<file path="src/rtl/window_gen_3x3_if.sv">
// rtl/window_gen_3x3_if.sv - pixel stream in / 3x3 window out bundle for window_gen_3x3
interface window_gen_3x3_if #(
    parameter int IMG_W = 8,
    parameter int IMG_H = 8
);
    localparam int CW = $clog2(IMG_W);
    localparam int RW = $clog2(IMG_H);

    logic                   pix_valid_i;
    logic [7:0]             pixel_i;
    logic [2:0][2:0][7:0]   window_o;
    logic                   window_valid_o;
    logic [RW-1:0]          win_row_o;
    logic [CW-1:0]          win_col_o;
    logic                   frame_done_o;

    modport slave (
        input  pix_valid_i, pixel_i,
        output window_o, window_valid_o, win_row_o, win_col_o, frame_done_o
    );

    modport master (
        output pix_valid_i, pixel_i,
        input  window_o, window_valid_o, win_row_o, win_col_o, frame_done_o
    );
endinterface

</file>
<file path="src/rtl/window_gen_3x3.sv">
// rtl/window_gen_3x3.sv - streaming 3x3 sliding-window generator with two line buffers
module window_gen_3x3 #(
    parameter int IMG_W = 8,
    parameter int IMG_H = 8
) (
    input  logic             clk_i,
    input  logic             rst_i,
    window_gen_3x3_if.slave  s
);
    localparam int CW = $clog2(IMG_W);
    localparam int RW = $clog2(IMG_H);

    typedef enum logic {S_FILL, S_RUN} state_t;

    state_t                 state_q, state_d;
    logic [CW-1:0]          col_q, col_d;
    logic [RW-1:0]          row_q, row_d;
    logic [2:0][2:0][7:0]   win_q, win_d;
    logic                   win_valid_q, win_valid_d;
    logic [RW-1:0]          win_row_q, win_row_d;
    logic [CW-1:0]          win_col_q, win_col_d;
    logic                   frame_done_q, frame_done_d;

    logic [7:0]             lb0_q [IMG_W];
    logic [7:0]             lb1_q [IMG_W];

    logic                   beat;
    logic                   last_col;
    logic                   last_row;

    assign beat     = s.pix_valid_i && !rst_i;
    assign last_col = (col_q == CW'(IMG_W - 1));
    assign last_row = (row_q == RW'(IMG_H - 1));

    // Line buffers carry no reset; rows 0-1 of every frame overwrite them before use.
    always_ff @(posedge clk_i) begin
        if (beat) begin
            lb1_q[col_q] <= lb0_q[col_q];
            lb0_q[col_q] <= s.pixel_i;
        end
    end

    always_comb begin
        state_d      = state_q;
        col_d        = col_q;
        row_d        = row_q;
        win_d        = win_q;
        win_valid_d  = 1'b0;
        win_row_d    = win_row_q;
        win_col_d    = win_col_q;
        frame_done_d = 1'b0;

        if (beat) begin
            for (int k = 0; k < 3; k++) begin
                win_d[k][0] = win_q[k][1];
                win_d[k][1] = win_q[k][2];
            end
            win_d[0][2] = lb1_q[col_q];
            win_d[1][2] = lb0_q[col_q];
            win_d[2][2] = s.pixel_i;

            // In S_RUN the row is always >= 2, so only the column gates validity.
            win_valid_d = (state_q == S_RUN) && (col_q >= CW'(2));
            win_row_d   = row_q;
            win_col_d   = col_q;

            if (last_col) begin
                col_d = '0;
                if (last_row) begin
                    row_d        = '0;
                    frame_done_d = 1'b1;
                end else begin
                    row_d = row_q + RW'(1);
                end
            end else begin
                col_d = col_q + CW'(1);
            end

            case (state_q)
                S_FILL:  if (last_col && row_q == RW'(1)) state_d = S_RUN;
                S_RUN:   if (last_col && last_row)        state_d = S_FILL;
                default: state_d = S_FILL;
            endcase
        end
    end

    always_ff @(posedge clk_i) begin
        if (rst_i) begin
            state_q      <= S_FILL;
            col_q        <= '0;
            row_q        <= '0;
            win_q        <= '0;
            win_valid_q  <= 1'b0;
            win_row_q    <= '0;
            win_col_q    <= '0;
            frame_done_q <= 1'b0;
        end else begin
            state_q      <= state_d;
            col_q        <= col_d;
            row_q        <= row_d;
            win_q        <= win_d;
            win_valid_q  <= win_valid_d;
            win_row_q    <= win_row_d;
            win_col_q    <= win_col_d;
            frame_done_q <= frame_done_d;
        end
    end

    assign s.window_o       = win_q;
    assign s.window_valid_o = win_valid_q;
    assign s.win_row_o      = win_row_q;
    assign s.win_col_o      = win_col_q;
    assign s.frame_done_o   = frame_done_q;
endmodule

</file>
<file path="src/flat_wrapper.sv">
// flat-port wrapper written by rule: the top's interface ports become plain ports
module window_gen_3x3_flat 
#(
    parameter int IMG_W = 8,
    parameter int IMG_H = 8
)
  (clk_i, rst_i, s_pix_valid_i, s_pixel_i, s_window_o, s_window_valid_o, s_win_row_o, s_win_col_o, s_frame_done_o);
  window_gen_3x3_if #(.IMG_W(IMG_W), .IMG_H(IMG_H)) s_i ();
  input  logic clk_i;
  input  logic rst_i;
  input wire logic [$bits(s_i.pix_valid_i)-1:0] s_pix_valid_i;
  input wire logic [$bits(s_i.pixel_i)-1:0] s_pixel_i;
  output wire logic [$bits(s_i.window_o)-1:0] s_window_o;
  output wire logic [$bits(s_i.window_valid_o)-1:0] s_window_valid_o;
  output wire logic [$bits(s_i.win_row_o)-1:0] s_win_row_o;
  output wire logic [$bits(s_i.win_col_o)-1:0] s_win_col_o;
  output wire logic [$bits(s_i.frame_done_o)-1:0] s_frame_done_o;
  assign s_i.pix_valid_i = s_pix_valid_i;
  assign s_i.pixel_i = s_pixel_i;
  assign s_window_o = s_i.window_o;
  assign s_window_valid_o = s_i.window_valid_o;
  assign s_win_row_o = s_i.win_row_o;
  assign s_win_col_o = s_i.win_col_o;
  assign s_frame_done_o = s_i.frame_done_o;
  window_gen_3x3 #(.IMG_W(IMG_W), .IMG_H(IMG_H)) u_core (.clk_i(clk_i), .rst_i(rst_i), .s(s_i));
endmodule
</file>
<file path="config.mk">
export PLATFORM = sky130hd
export DESIGN_NAME = window_gen_3x3_flat
export DESIGN_NICKNAME = d
export VERILOG_FILES = /design/src/rtl/window_gen_3x3_if.sv /design/src/rtl/window_gen_3x3.sv /design/src/flat_wrapper.sv
export SDC_FILE = /design/constraint.sdc
export NUM_CORES = 1
export LEC_CHECK = 0
export ABC_CLOCK_PERIOD_IN_PS = 8800
export CORE_ASPECT_RATIO = 1.4
export CORE_MARGIN = 5
export CORE_UTILIZATION = 55
export CTS_BUF_LIST = sky130_fd_sc_hd__clkbuf_16
export CTS_CLUSTER_SIZE = 10
export DETAILED_ROUTE_END_ITERATION = 10
export PLACE_DENSITY = 0.79
export SLEW_MARGIN = 30
export SYNTH_ARGS = -nofsm -noshare
export SYNTH_HDL_FRONTEND = slang
export SYNTH_SLANG_ARGS = --single-unit
</file>
<file path="constraint.sdc">
create_clock -name clk_i -period 8.8 [get_ports clk_i]
set_clock_uncertainty 0.2 [all_clocks]
set_input_delay 2.64 -clock clk_i [delete_from_list [all_inputs] [get_ports clk_i]]
set_output_delay 2.64 -clock clk_i [all_outputs]
set_load 0.02 [all_outputs]
</file>
# == Word-level counts from Yosys, hierarchy flattened ==
# Memory sizes are Yosys's and may differ from the RTL's. A register that Yosys moved wholly into a read port is not among the register bits.
# Index checks and enable logic that the tools add are counted.
# totals
reg_bits,79
ramBits,128
in_bits,11
out_inout_bits,80
elab_cells,44
mem_count,2
# memory_table
name,depth,width,read_ports,rd_clocked_by_memory_dff,write_ports,line_no,rtl
u_core.lb0_q,8,8,1,1,1,window_gen_3x3.sv:24,logic [7:0] lb0_q [IMG_W];
u_core.lb1_q,8,8,1,1,1,window_gen_3x3.sv:25,logic [7:0] lb1_q [IMG_W];
# op_classes
n_addsub,2
order_cmp,1
n_eq_ne,3
n_mux,10
bitwise,3
n_reduce_logical,8
# ops
operator,count
3-bit two-way mux,4
3-bit by 1-bit adder with 3-bit output (second input constant),2
3-bit equality test (second input constant),2
1-bit two-way mux,5
1-bit logical AND,4
3-bit by 1-bit equality test with 1-bit output (second input constant),1
3-bit by 2-bit >= comparator with 1-bit output (second input constant),1
1-bit NOT,3
3-bit OR reduction,1
1-bit case mux with 2 select lines,1
2-bit AND reduction,1
2-bit OR reduction,1
1-bit zero test,1

# == Depth between registers and ports, before layout ==
# Gate-level depths: netlist of run 1.
# depth
word_depth,4
mapped_depth,6
mapped_depth_nobuf,5

# == Worst setup path before layout of run 1 ==
# No wires, ideal clock.
# synth_path
path_kind,input -> register
start,input port rst_i
end,"memory u_core.lb0_q[1][0], enable pin"
setup_time_ps,436
arrival_ps,4954
t_required_ps,8164
slack_ps,3210
cell_stages,4
n_path_buf,2
cell_sequence,clkbuf_1 > nand2b_1 > buf_1 > nor4b_1
# synth_between
elab_chain_cells,4
# synth_rtl
element,line_no,rtl
from (decl),flat_wrapper.sv:10,input logic rst_i;
1-bit zero test,window_gen_3x3.sv:31,assign beat = s.pix_valid_i && !rst_i;
1-bit logical AND,window_gen_3x3.sv:31,
1-bit two-way mux,window_gen_3x3.sv:37,if (beat) begin
1-bit two-way mux (implied by the code),window_gen_3x3.sv:39,lb0_q[col_q] <= s.pixel_i;
to (decl),window_gen_3x3.sv:24,
# No other way between the ends.

# == Final worst setup path of run 1 ==
# layout_path
start,input port rst_i
end,"memory u_core.lb0_q[1][4], enable pin"
# The elaborated chain is that of the path after synthesis.

==> flow_metrics.env, run 1 <==
export IMPL_grt_pass1_wl_mm=28.7
export IMPL_finalCriticalPeriod_ps=5000
export IMPL_max_cap_violations=0
export IMPL_ys_types=36
export IMPL_clk_path_buf_depth=3
export IMPL_grt_pass1_vias=5205
export IMPL_syn_inst=577
export IMPL_worst_slew_pin_slew_ps=1010
export IMPL_antenna_left=0
export IMPL_postPlaceCellArea_sq_um=9340
export IMPL_drt_total_wl_mm=18.0
export IMPL_dieArea_sq_um=17600
export IMPL_place_congestion=0.889
export IMPL_synth_area_leader_cell="edfxtp_1"
export IMPL_cp_top_family="simple AND/OR/NAND/NOR gates"
export IMPL_status="finished, final reports clean"
export IMPL_detail_route_wl_per_cell_microns=20.5
export IMPL_clkTransAtPathRegs_ps=50
export IMPL_drt_iter0_markers=353
export IMPL_drc=0
export IMPL_cp_required_ps=8800
export IMPL_worst_path_max_fanout=64
export IMPL_n_antenna_cell=0
export IMPL_drt_pass1_iter_count=4
export IMPL_hold_viol_final=0
export IMPL_syn_nets=593
export IMPL_antenna_found_initial=0
export IMPL_setup_violations=0
export IMPL_cp_start_kind="input port"
export IMPL_postCtsSetupRepairBufs=0
export IMPL_netlist_area_sq_um=8250
export IMPL_worstSkewPairLatency_ps=500
export IMPL_cts_htree_levels=1
export IMPL_fin_nets=686
export IMPL_area_growth_pct=21.8
export IMPL_cp_common_cell="buf_4"
export IMPL_overflow=0
export IMPL_root_buffer="clkbuf_16"
export IMPL_avgSynthCellArea_sq_um=14.3
export IMPL_clock_sinks=218
export IMPL_die_height_microns=155
export IMPL_hp_class="reg -> reg"
export IMPL_grt_total_usage=0.210
export IMPL_critPathBufInv=3
export IMPL_slowest_stage="nor4b_2"
export IMPL_power_density_nw_per_um2=218
export IMPL_final_cell_area_sq_um=10000
export IMPL_initial_core_util=0.555
export IMPL_cts_tree="done"
export IMPL_maxSlewHeadroom=0.311
export IMPL_hpwlAfterDp_mm=12.2
export IMPL_numCtsBuffers=25
export IMPL_via_per_inst=5.59
export IMPL_reg2reg_depth=4
export IMPL_num_vias=4909
export IMPL_endpoint_kind="flop"
export IMPL_rsz0062_at_grt="false"
export IMPL_worstPathArrival_ps=5000
export IMPL_tns_ps=0
export IMPL_core_area_sq_um=14900
export IMPL_grt_max_degree=65
export IMPL_cts_resized=0
export IMPL_fp_dieW_microns=114
export IMPL_fin_util=0.676
export IMPL_power_w=0.00219
export IMPL_fillCellCount=1039
export IMPL_worst_setup_path_type="in -> reg"
export IMPL_num_io_pins=91
export IMPL_slowest_delay_ps=870
export IMPL_crit_chain="buf_2 -> buf_4 -> nand2b_1 -> nor4b_2 -> buf_4"
export IMPL_maxSlewViolCount=0
export IMPL_num_rows=53
export IMPL_cellLeakagePower_nw=3.61
export IMPL_numPortBuffers=90
export IMPL_peakVddDrop_mv=0.190
export IMPL_cts_hold_buffers_added=0
export IMPL_fin_crit_sh=0.568
export IMPL_synth_seq_cells=218
export IMPL_ys_seq_area_frac=0.684
export IMPL_worst_path_stages=5
export IMPL_whs_path_depth=1
export IMPL_fmax_mhz=200
export IMPL_drive_above_1_share=0.128
export IMPL_synth_area_leaders="edfxtp_1 (47%), dfxtp_1 (22%), mux2i_1 (9.7%), nor2_1 (4.0%), mux2_2 (3.8%)"
export IMPL_ys_warn_count=0
export IMPL_synth_top_area_share=0.466
-- cell families after synthesis --
| family | synth area share |
|---|---|
| mux | 0.157 |
| flops | 0.684 |
| buf+inv | 0.0214 |
| fa+ha+maj | 0.00758 |
| simple gates | 0.0833 |
| compound gates | 0.0463 |
-- sequential cells by signal, summed over array words and instances, names as in the netlist, named ones only --
signal	flops
u_core.s.window_valid_o	1
u_core.lb1_q	64
u_core.state_q	1
u_core.s.win_row_o	3
u_core.row_q	3
u_core.s.window_o	72
u_core.lb0_q	64
u_core.s.frame_done_o	1
u_core.col_q	3
u_core.s.win_col_o	3
-- final timing paths --
check	start	end	slack [ps]
max	rst_i	u_core.lb0_q[1][4]	3800
min	u_core.state_q	u_core.s.window_valid_o	290
max reg2reg	flop	u_core.lb1_q[0][0]	6250
min reg2reg	u_core.state_q	u_core.s.window_valid_o	290
-- cell usage after synthesis (all sizes together) --
library cell and n:
edfxtp 128, dfxtp 90, nor2 87, mux2i 80, nand2 29, mux2 28
buf 21, clkbuf 14, nand2b 12, nor2b 11, a311oi 8, mux4 8
o22ai 8, nor3 7, a211oi 5, a22o 5, ha 5, a2111oi 4
a22oi 4, o31ai 4, o41ai 4, nand3b 3, a21oi 2, nor3b 2
a21bo 1, and2 1, and3b 1, inv 1, nand3 1, nor4 1
nor4b 1, o21ai 1
-- cell type report --
type	instances	area (sq um)	area share
Clock buffer	25	626	0.0623
Multi-Input combinational cell	323	2480	0.247
Tap cell	192	240	0.0239
Clock inverter	18	67.6	0.00673
Sequential cell	218	5650	0.562
Inverter	1	3.75	0.000374
Timing Repair Buffer	101	976	0.0972
-- metal layers --
| layer | track usage | vias up | share of wire |
|---|---|---|---|
| li1 | - | 2308 | - |
| met1 | 0.237 | 2400 | 0.37 |
| met2 | 0.396 | 163 | 0.55 |
| met3 | 0.0342 | 38 | 0.045 |
| met4 | 0.0739 | 0 | 0.031 |
| met5 | 0 | - | 0 |
-- layout by cell type (no fill, tap or decap), types with 2 or more instances in the layout --
cell             instances
nor3_2                   3
buf_4                   12
edfxtp_1               128
ha_1                     5
a22oi_1                  4
a311oi_2                 4
mux2_2                  28
a21oi_1                  2
a211oi_1                 5
nand2b_1                12
nand3b_1                 3
nor3_4                   2
a311oi_1                 4
o22ai_1                  8
mux4_2                   8
a22o_1                   5
clkdlybuf4s50_1         88
nor2_1                  86
mux2i_1                 80
nor3_1                   2
nor2b_1                 11
clkbuf_16               25
dfxtp_1                 90
inv_1                   18
nand2_1                 29
o31ai_1                  4
a2111oi_0                4
o41ai_1                  4
-- metrics by stage --
step / setup WS (ps) / hold slack (ps) / std cells
after CTS: 3840 / 290 / 878
after global routing: 3620 / 319 / 878
after floorplan: 3210 / 265 / 577
final: 3800 / 287 / 878
after detailed placement: 3320 / 280 / 835
after global placement: 3420 / 272 / 835
-- worst reg2reg max path, stage by stage (launching register included) --
cell and delay (ps):
dfxtp_1 320, buf_4 400, nor2b_1 110, a2111oi_0 890
nor3_2 290
-- power by group --
part / switching, W / total (W) / internal (W)
Clock: 0.000367 / 0.000873 / 0.000506
Sequential: 0.0000180 / 0.00113 / 0.00111
Combinational: 0.000107 / 0.000180 / 0.0000738
No activity file was read; power rests on OpenSTA's default activity.
==> run 2: changes to the inputs <==
ABC_CLOCK_PERIOD_IN_PS = 5000   (was 8800)
clock period = 5 ns   (was 8.8 ns; I/O delays follow)
==> flow_metrics.env, run 2 (synthesis results as in run 1) <==
export IMPL_status="finished, final reports clean"
export IMPL_crit_chain="clkdlybuf4s50_1"
export IMPL_drc=0
export IMPL_timing_rr_end="u_core.lb1_q[3][0]"
export IMPL_detail_route_wl_per_cell_microns=19.1
export IMPL_grt_pass1_vias=5162
export IMPL_worst_slew_pin_slew_ps=825
export IMPL_cts_hold_buffers_added=0
export IMPL_drt_pass1_iter_count=4
export IMPL_fmax_mhz=303
export IMPL_worstSkewPairLatency_ps=500
export IMPL_worst_setup_path_type="reg -> out"
export IMPL_maxSlewHeadroom=0.446
export IMPL_dp_cells=843
export IMPL_num_rows=53
export IMPL_fin_nets=694
export IMPL_clkTransAtPathRegs_ps=50
export IMPL_grt_max_degree=73
export IMPL_cellLeakagePower_nw=3.65
export IMPL_n_antenna_cell=0
export IMPL_hp_class="reg -> reg"
export IMPL_num_io_pins=91
export IMPL_reg2reg_slack_ps=2610
export IMPL_crit_end="s_window_o[45]"
export IMPL_place_congestion=0.847
export IMPL_setup_ws_ps=1700
export IMPL_final_cell_mix="edfxtp_1 (128), dfxtp_1 (89), clkdlybuf4s50_1 (88)"
export IMPL_post_place_ws_ps=1220
export IMPL_numPortBuffers=90
export IMPL_final_cells=887
export IMPL_postCtsSetupRepairBufs=0
export IMPL_antenna_left=0
export IMPL_rsz0062_at_grt="false"
export IMPL_setup_violations=0
export IMPL_hold_viol_final=0
export IMPL_cp_required_ps=3300
export IMPL_hpwlAfterDp_mm=11.2
export IMPL_area_growth_pct=22.3
export IMPL_initial_core_util=0.555
export IMPL_fillCellCount=1057
export IMPL_peakVddDrop_mv=0.289
export IMPL_cts_htree_levels=1
export IMPL_reg2reg_depth=4
export IMPL_grt_pass1_wl_mm=27.3
export IMPL_drt_iter0_markers=273
export IMPL_worstPathArrival_ps=1600
export IMPL_slowest_stage="clkdlybuf4s50_1"
export IMPL_power_density_nw_per_um2=380
export IMPL_cts_tree="done"
export IMPL_largest_reg_flops=72
export IMPL_cp_top_family="buffers and inverters"
export IMPL_via_per_inst=5.57
export IMPL_drive_above_1_share=0.137
export IMPL_crit_start="u_core.s.window_o[45]"
export IMPL_fin_crit_sh=0.659
export IMPL_antenna_found_initial=0
export IMPL_cts_resized=0
export IMPL_clock_sinks=218
export IMPL_cp_start_kind="flop"
export IMPL_overflow=0
export IMPL_dieArea_sq_um=17600
export IMPL_die_height_microns=155
export IMPL_slowest_delay_ps=650
export IMPL_core_area_sq_um=14900
export IMPL_num_vias=4944
export IMPL_endpoint_kind="output pin"
export IMPL_critPathBufInv=1
export IMPL_worst_path_max_fanout=3
export IMPL_drt_total_wl_mm=17.0
export IMPL_grt_total_usage=0.195
export IMPL_max_cap_violations=0
export IMPL_maxSlewViolCount=0
export IMPL_numCtsBuffers=25
export IMPL_worst_path_stages=1
export IMPL_tns_ps=0
export IMPL_final_common_cell="edfxtp_1"
export IMPL_root_buffer="clkbuf_16"
export IMPL_fp_dieW_microns=114
export IMPL_clk_path_buf_depth=3
export IMPL_finalCriticalPeriod_ps=3300
==> run 2: through the flow <==
step | utilization | total power, W | hold slack [ps] | area [sq um]
finish | 0.679 | 0.00384 | 286 | 10100
floorplan | - | 0.00222 | 265 | 8250
global route | 0.679 | 0.00397 | 312 | 10100
detailed placement | 0.632 | 0.00234 | 281 | 9390
CTS | 0.679 | 0.00387 | 292 | 10100
global placement | 0.632 | 0.00233 | 271 | 9390
==> run 2: worst register-to-register path: cells and delay by family (launching register included) <==
kind                   cells  cell delay, ps
AO/OA/AOI/OAI              1             700
buffers and inverters      1             430
flip-flops                 1             300
AND/OR/NAND/NOR            2             430
==> run 2: final cells by class <==
class	instances	area, sq um	share of cell area
clock buffers	25	626	0.0620
clock inverters	19	76.3	0.00757
inverters	1	3.75	0.000372
multi-input cells	323	2460	0.244
flip-flops and latches	218	5650	0.560
well taps	192	240	0.0238
repair buffers	109	1040	0.103
==> run 2: power breakdown <==
group / total (W) / switching [W] / leakage (nW) / internal [W]
sequential: 0.00200 / 0.0000357 / 1.89 / 0.00196
combinational: 0.000300 / 0.000171 / 1.36 / 0.000130
clock: 0.00154 / 0.000646 / 0.405 / 0.000894
==> run 2: how the worst min path moves through the flow <==
| stage | startpoint | endpoint | slack [ps] | cells past startpoint |
|---|---|---|---|---|
| final | u_core.s.window_o[30] | u_core.s.window_o[30] | 290 | 2 |
| after global routing | u_core.state_q | u_core.s.window_valid_o | 310 | 1 |
| after global placement | u_core.s.window_o[6] | u_core.s.window_o[6] | 270 | 2 |
| after floorplan | u_core.state_q | u_core.s.window_valid_o | 270 | 1 |
| after CTS | u_core.s.window_o[30] | u_core.s.window_o[30] | 290 | 2 |
| after detailed placement | u_core.s.window_o[30] | u_core.s.window_o[30] | 280 | 2 |
==> run 2: routing by layer <==
metal	wire length, microns	global-route usage
met4	581	0.0876
met3	907	0.0300
met5	0	0
met1	6520	0.225
met2	8970	0.354
